<file path="config.mk">
export PLATFORM = sky130hd
export DESIGN_NAME = lvds_edge_counter
export DESIGN_NICKNAME = d
export VERILOG_FILES = /design/src/rtl/lvds_check_pkg.sv /design/src/rtl/lvds_edge_counter.sv
export SDC_FILE = /design/constraint.sdc
export NUM_CORES = 1
export LEC_CHECK = 0
export BUFFER_PORTS_ARGS = -buffer_cell sky130_fd_sc_hd__buf_2
export CORE_UTILIZATION = 40
export CTS_CLUSTER_DIAMETER = 50
export DETAILED_ROUTE_END_ITERATION = 7
export GPL_TIMING_DRIVEN = 0
export PLACE_DENSITY = 0.6
export SETUP_SLACK_MARGIN = 0.4
export SYNTH_ARGS = -nofsm -noshare
export SYNTH_HDL_FRONTEND = slang
export SYNTH_SLANG_ARGS = --single-unit
</file>
<file path="constraint.sdc">
create_clock -name clk_i -period 4.4 [get_ports clk_i]
set_clock_uncertainty 0.2 [all_clocks]
set_input_delay 0.88 -clock clk_i [delete_from_list [all_inputs] [get_ports clk_i]]
set_output_delay 0.88 -clock clk_i [all_outputs]
set_load 0.03 [all_outputs]
</file>
<file path="src/rtl/lvds_check_pkg.sv">
// Shared types for the LVDS return-line checker: line count, channel index and FSM states.
package lvds_check_pkg;

    localparam int NUM_LINES = 8;

    typedef logic [2:0] lvds_ch_t;

    typedef enum logic [1:0] {IDLE, SETTLE, MEASURE, REPORT} chk_state_t;

endpackage

</file>
<file path="src/rtl/lvds_edge_counter.sv">
// Purpose: synchronise one async LVDS line, detect rising edges, count them with saturation.
// Latency: SYNC_STAGES+1 cycles from line change to count update.
// Backpressure: none; clr_i has priority over en_i.
module lvds_edge_counter
    import lvds_check_pkg::*;
#(
    parameter int SYNC_STAGES = 2,
    parameter int CNT_W       = 16
) (
    input  logic             clk_i,
    input  logic             rst_n_i,
    input  logic             line_i,
    input  logic             clr_i,
    input  logic             en_i,
    output logic [CNT_W-1:0] cnt_o
);

    logic [SYNC_STAGES-1:0] sync_q;
    logic                   prev_q;
    logic [CNT_W-1:0]       cnt_q;
    logic [CNT_W-1:0]       cnt_d;
    logic                   rise;

    // prev_q tracks the synchronised level even while counting is disabled
    assign rise = sync_q[SYNC_STAGES-1] & ~prev_q;

    always_comb begin
        cnt_d = cnt_q;
        if (clr_i) begin
            cnt_d = '0;
        end else if (en_i && rise && (cnt_q != '1)) begin
            cnt_d = cnt_q + 1'b1;
        end
    end

    always_ff @(posedge clk_i or negedge rst_n_i) begin
        if (!rst_n_i) begin
            sync_q <= '0;
            prev_q <= 1'b0;
            cnt_q  <= '0;
        end else begin
            sync_q <= {sync_q[SYNC_STAGES-2:0], line_i};
            prev_q <= sync_q[SYNC_STAGES-1];
            cnt_q  <= cnt_d;
        end
    end

    assign cnt_o = cnt_q;

endmodule

</file>
After elaboration in Yosys (flattened, before gate mapping)
Cells that the tools add are included.
{ "totals": {"ramBits": 0, "latchBits": 0, "mem_bits_ro": 0, "memories": 0, "ff_bits": 19} }
{ "classes": {"bitwise": 2, "reduce_logical": 3, "add_sub_neg": 1, "eq_ne": 1, "n_lt_le_gt_ge": 0, "shift": 0, "div_mod_pow": 0, "multipliers": 0, "mux": 2} }
{ "ops": {"columns": ["op", "count"], "rows": [
  ["$mux 16", 2],
  ["$add 16x1->16 const B", 1],
  ["$ne 16x16->1 const B", 1],
  ["$logic_and 1x1->1", 2],
  ["$reduce_bool 2->1", 1],
  ["$and 1x1->1", 1],
  ["$not 1->1", 1]
]} }

Depth between registers and ports, before layout
Gate-level depths: netlist of run 1.
{ "logic_depth": {"word_depth": 6, "ltp_mapped": 6, "depth_no_buf": 5} }

Worst setup path after synthesis of run 1
Ideal clock, no wire load.
{ "synth_timing": {"path_kind": "input -> register", "from": "in en_i", "to": "reg cnt_q[11], in the netlist cnt_o[11]", "stages": 4, "n_path_buf": 0, "arrival_ps": 2055, "path_slack_ps": 2020, "setup_ps": 125, "path_cell_list": "and3b_1 > nand4_1 > a2111oi_0 > mux2_2"} }
{ "synth_via": {"elab_chain_len": 3} }
{ "synth_rtl": {"columns": ["element", "line_no", "rtl"], "rows": [
  ["start: declaration", "lvds_edge_counter.sv:14", "input logic en_i,"],
  ["$logic_and 1x1->1 (2 in a row)", "lvds_edge_counter.sv:31", "end else if (en_i && rise && (cnt_q != '1)) begin"],
  ["$reduce_bool 2->1 (no line)", null, null],
  ["end signal: assignment", "lvds_edge_counter.sv:44", "cnt_q <= cnt_d;"],
  ["end: declaration", "lvds_edge_counter.sv:20", "logic [CNT_W-1:0] cnt_q;"]
]} }
No other way between the ends.
A chain may end at the register's enable or synchronous reset.

Final worst setup path of run 1
Same ends and word-level chain as after synthesis.

==> impl_metrics.toml, run 1 <==
[die]
boundaryPins = 21
die_w_microns = 52.5
core_area_sq_um = 2300
rows = 17
die_h_microns = 52.5
dieArea_sq_um = 2750
floorplan.initialDensity_pct = 44.3

[placed_design]
dp_cells = 152
place_hpwl_microns = 1680
dpl_cell_area_sq_um = 1150
gp_congestion = 0.854
io_buffers = 20

[global_routing]
antenna_found_initial = 0
grt_pass1_wl_microns = 3740
grt_use_total_pct = 19.0
grt_overflow = 0
grt_pass1_vias = 783
grt_max_degree = 20

[synth]
synth_cell_types = 30
syn-num-nets = 110
yosys.area.top_type = "dfrtp_1"
yosysWarningCount = 0
synth_top_area_share_pct = 46.7
syn-cell-area_sq_um = 1020
synth-seq-cells = 19
synthCells = 104
ys_seq_area_share_pct = 46.7
synth_area_leaders = "dfrtp_1 (47%), mux2_2 (6.6%), nand3_1 (3.9%)"
syn_area_per_cell_sq_um = 9.79

[worst_setup_path]
cpPeakStageDelay_ps = 560
crit_chain = "buf_2 -> and3b_1 -> nand4_1 -> a2111oi_0 -> mux2_2"
cpMaxStageDelayCell = "a2111oi_0"
cp_data_required_time_ps = 4400
critPathArrivalTime_ps = 2400
critPathLaunchType = "input port"
reg2reg_depth = 6
end_kind = "flip-flop"
worstSetupPathType = "in2reg"
critical_path.max_fanout = 8

[clocking]
root_buffer = "clkbuf_4"
htreeDepth = 1
clockBufferDepth = 2
cts_tree = "yes"
clk_pin_slew_worst_paths_ps = 110
cts.sinks = 19
clk_latency_ps = 300
cts_setup_buffers = 0
holdBufCountCts = 0
cts_buffers = 3
post_cts_resized = 0

[sta]
setup_viol = 0
worstMarginPinSlew_ps = 510
finalCritPeriodShare_pct = 54.6
slew_viol_final = 0
finalSetupTns_ps = 0
hold_viol_final = 0
min_period_ps = 2400
slew_headroom_pct = 65.1
timing.hold.ws_ps = 159
rsz0062_at_grt = "no"
fmax_mhz = 416

[status]
status = "completed"

[power]
power_density_nw_per_um2 = 243
leakage_uw = 0.000532
peakVddDrop_uv = 163

[worst_hold_path]
hold_path.class = "reg2reg"
min_path_cells = 0

[route]
postRouteWirelength_microns = 2270
vias = 930
routedWlPerCell_microns = 14.5
final_antenna_net_count = 0
dr.pass1.iters = 4
drtIter0Drc = 27
drt-vias-per-instance = 5.96
drc_errors = 0

[finish]
final_util_pct = 51.4
final_common_cell = "buf_2"
num_antenna_cells = 0
syn2layout_area_growth_pct = 15.8
nNetsFinal = 135
layout_common_cells = "buf_2 (20), dfrtp_1 (19), nor2_1 (10)"
instances_no_fill = 156
drive_above_1_share_pct = 27.3
postLayoutCellArea_sq_um = 1180

[job]
drv_cap = 0
==> final cells by class <==
class | count | area (sq um)
plain buffers | 3 | 27.5
clock buffers | 4 | 26.3
fillers | 232 | 1120
inverters | 3 | 11.3
multi-input cells | 79 | 504
flip-flops and latches | 19 | 475
well taps | 28 | 35.0
repair buffers | 20 | 100
==> layer usage <==
metal	GRT usage [%]	vias up	part of all wire (%)
li1	-	443	-
met1	26.1	449	46
met2	28.3	32	47
met3	2.61	6	4.7
met4	10.5	0	2.3
met5	0	-	0
==> metrics by stage <==
step                      setup WS, ps  total power [uW]
after floorplan                   2020               191
after global placement            1670               198
after detailed placement          1650               199
after CTS                         1970               288
after global routing              1840               300
final                             2000               287
==> synthesized netlist by cell type <==
cell type	number
mux2_2	6
nand3_1	8
dfrtp_1	19
o41ai_1	3
a2111oi_0	3
buf_6	2
o31ai_1	1
inv_1	3
o21ai_0	3
or3_1	1
and2_2	1
and4_1	1
nor2_1	10
nor4_1	2
nand3b_1	1
mux2i_1	1
or4_1	1
nand2b_1	1
nor2b_1	6
a31oi_1	2
ha_1	1
a21oi_1	4
and3b_1	1
o311ai_0	3
or3_2	2
nand2_1	6
nor3_1	5
and3_1	2
nand4_1	4
clkbuf_2	1
==> sequential cells by signal (all words and copies together), names as in the netlist <==
name / flops
prev_q: 1
cnt_o: 16
sync_q: 2
==> power breakdown <==
part / internal, uW / switching (uW)
combinational: 6.05 / 11.1
clock: 35.3 / 56.4
sequential: 177 / 1.58
total: 218 / 69.1
==> worst paths after layout <==
path,startpoint,to,slack [ps]
setup / recovery,en_i,cnt_o[11],2000
max in group asynchronous,rst_n_i,sync_q[1],3400
hold reg to reg,sync_q[0],sync_q[1],160
setup reg to reg,cnt_o[0],cnt_o[14],2000
hold / removal,sync_q[0],sync_q[1],160
min in group asynchronous,rst_n_i,cnt_o[2],300
==> worst max-delay path: cells and delay by family <==
family | cells | cell delay (ps)
mux | 1 | 390
simple gates | 2 | 500
compound gates | 1 | 560
buf+inv | 1 | 80
==> cells by family after synthesis <==
| family | count (synthesis) | synth area share [%] |
|---|---|---|
| fa+ha+maj | 1 | 1.23 |
| compound gates | 19 | 13.1 |
| simple gates | 52 | 27.5 |
| flops | 19 | 46.7 |
| mux | 7 | 7.62 |
| buf+inv | 6 | 3.81 |
No activity file was read; power rests on OpenSTA's default activity.
==> inputs of run 2 (changes only) <==
PLACE_DENSITY = 0.63   (was 0.6)
clock period = 2 ns   (was 4.4 ns; I/O delays follow)
==> run 2 against run 1 <==
Net effect: flip-flop and latch count unchanged; die area unchanged; clock power increased by 130%; worst hold slack improved by 9.6 ps; worst setup slack got worse by 2000 ps; clock-buffer cell count unchanged; critical path type is now reg2reg; highest routed layer unchanged; largest power group unchanged.
==> impl_metrics.toml, run 2 (synthesized netlist as in run 1, its figures left out) <==
[clocking]
root_buffer = "clkbuf_4"
htreeDepth = 1
cts.sinks = 19
cts_tree = "yes"
clk_pin_slew_worst_paths_ps = 110
cts_buffers = 3
clockBufferDepth = 2
clk_latency_ps = 310

[status]
status = "completed"

[route]
dr.pass1.iters = 4
final_antenna_net_count = 0
drtIter0Drc = 52
drt-vias-per-instance = 6.20
drc_errors = 0
routedWlPerCell_microns = 19.3
vias = 1190
postRouteWirelength_microns = 3700

[sta]
slew_headroom_pct = 69.6
finalCritPeriodShare_pct = 99.8
hold_viol_final = 0
rsz0062_at_grt = "yes"
setup_viol = 0
fmax_mhz = 501
min_period_ps = 2000
worstMarginPinSlew_ps = 456
slew_viol_final = 0

[job]
drv_cap = 0

[global_routing]
grt_max_degree = 20
grt_pass1_wl_microns = 4650
antenna_found_initial = 0
grt_use_total_pct = 23.2
grt_pass1_vias = 983
grt_overflow = 0

[worst_setup_path]
worstSetupPathType = "reg2reg"
cpPeakStageDelay_ps = 410
critPathLaunchType = "flip-flop"
critPathBufInv = 2
crit_chain = "ha_4 -> nand4_1 -> or3_1 -> clkbuf_8 -> buf_4 -> o311ai_2 -> o41ai_1"
critical_path.max_fanout = 6
critPathArrivalTime_ps = 1980
critical-path-top-delay-family = "simple AND/OR/NAND/NOR gates"
cp_data_required_time_ps = 1990
cpMaxStageDelayCell = "dfrtp_2"
end_kind = "flip-flop"

[die]
rows = 17
die_h_microns = 52.5
floorplan.initialDensity_pct = 44.3
core_area_sq_um = 2300
die_w_microns = 52.5
boundaryPins = 21
dieArea_sq_um = 2750

[finish]
nNetsFinal = 171
postLayoutCellArea_sq_um = 1820
drive_above_1_share_pct = 65.9
syn2layout_area_growth_pct = 78.9
layout_common_cells = "buf_6 (24), buf_4 (21), dfrtp_2 (14)"
fillers = 143
largest_register_ffs = 16
final_common_cell = "buf_6"
num_antenna_cells = 0

[power]
power_density_nw_per_um2 = 360
finalPower_uw = 656
peakVddDrop_uv = 325
leakage_uw = 0.000771

[placed_design]
gp_congestion = 0.820
dpl_cell_area_sq_um = 1200
place_hpwl_microns = 1650
io_buffers = 20

[worst_hold_path]
hold_path.class = "reg2reg"
run 2: power breakdown:
group          internal, uW  total (uW)  switching (uW)
combinational          23.5        56.1            32.5
sequential              389         391            2.89
clock                  78.0         208             130
total                   490         656             166
run 2: timing repair:
| item | 4_1_cts | 5_1_grt |
|---|---|---|
| buffers inserted | 17 | 17 |
| endpoints found under the hold margin | 20 | 0 |
| endpoints found under the setup margin | 13 | 23 |
| hold buffers | 2 | 0 |
| resized for setup | 18 | 66 |
| pin swaps | 5 | 14 |
run 2: final cells by class:
type / count / area [sq um] / area share (%)
Clock buffer: 4 / 26.3 / 1.44
Multi-Input combinational cell: 79 / 739 / 40.6
Tap cell: 28 / 35.0 / 1.92
Timing Repair Buffer: 56 / 480 / 26.4
Sequential cell: 19 / 493 / 27.1
Buffer: 3 / 36.3 / 1.99
Inverter: 3 / 11.3 / 0.618
run 2: per-stage QoR:
stage	util (%)	hold WS [ps]	TNS [ps]	worst slack (ps)	cells
4_1_cts	63.7	169	0	87.6	175
5_1_grt	79.3	190	-159	-37.1	192
2_1_floorplan	-	-95.6	-35.5	-35.5	104
3_5_place_dp	52.5	144	-758	-311	152
6_report	79.3	168	0	3.03	192
3_3_place_gp	52.5	135	-545	-233	152
run 2: worst paths after layout:
kind                       slack (ps)  depth (start not counted)  startpoint   endpoint
min in group asynchronous         360                          2     rst_n_i   cnt_o[4]
min                               170                          0   sync_q[0]  sync_q[1]
max in group asynchronous         900                          2     rst_n_i   cnt_o[1]
max                                 3                          7    cnt_o[0]  cnt_o[10]
min reg2reg                       170                          0   sync_q[0]  sync_q[1]
max reg2reg                         3                          7    cnt_o[0]  cnt_o[10]
run 2: layer usage:
metal  wire (microns)  track usage [%]
met1             1430             32.0
met2             1840             36.5
met3              300             2.61
met4              131             10.1
met5                0                0
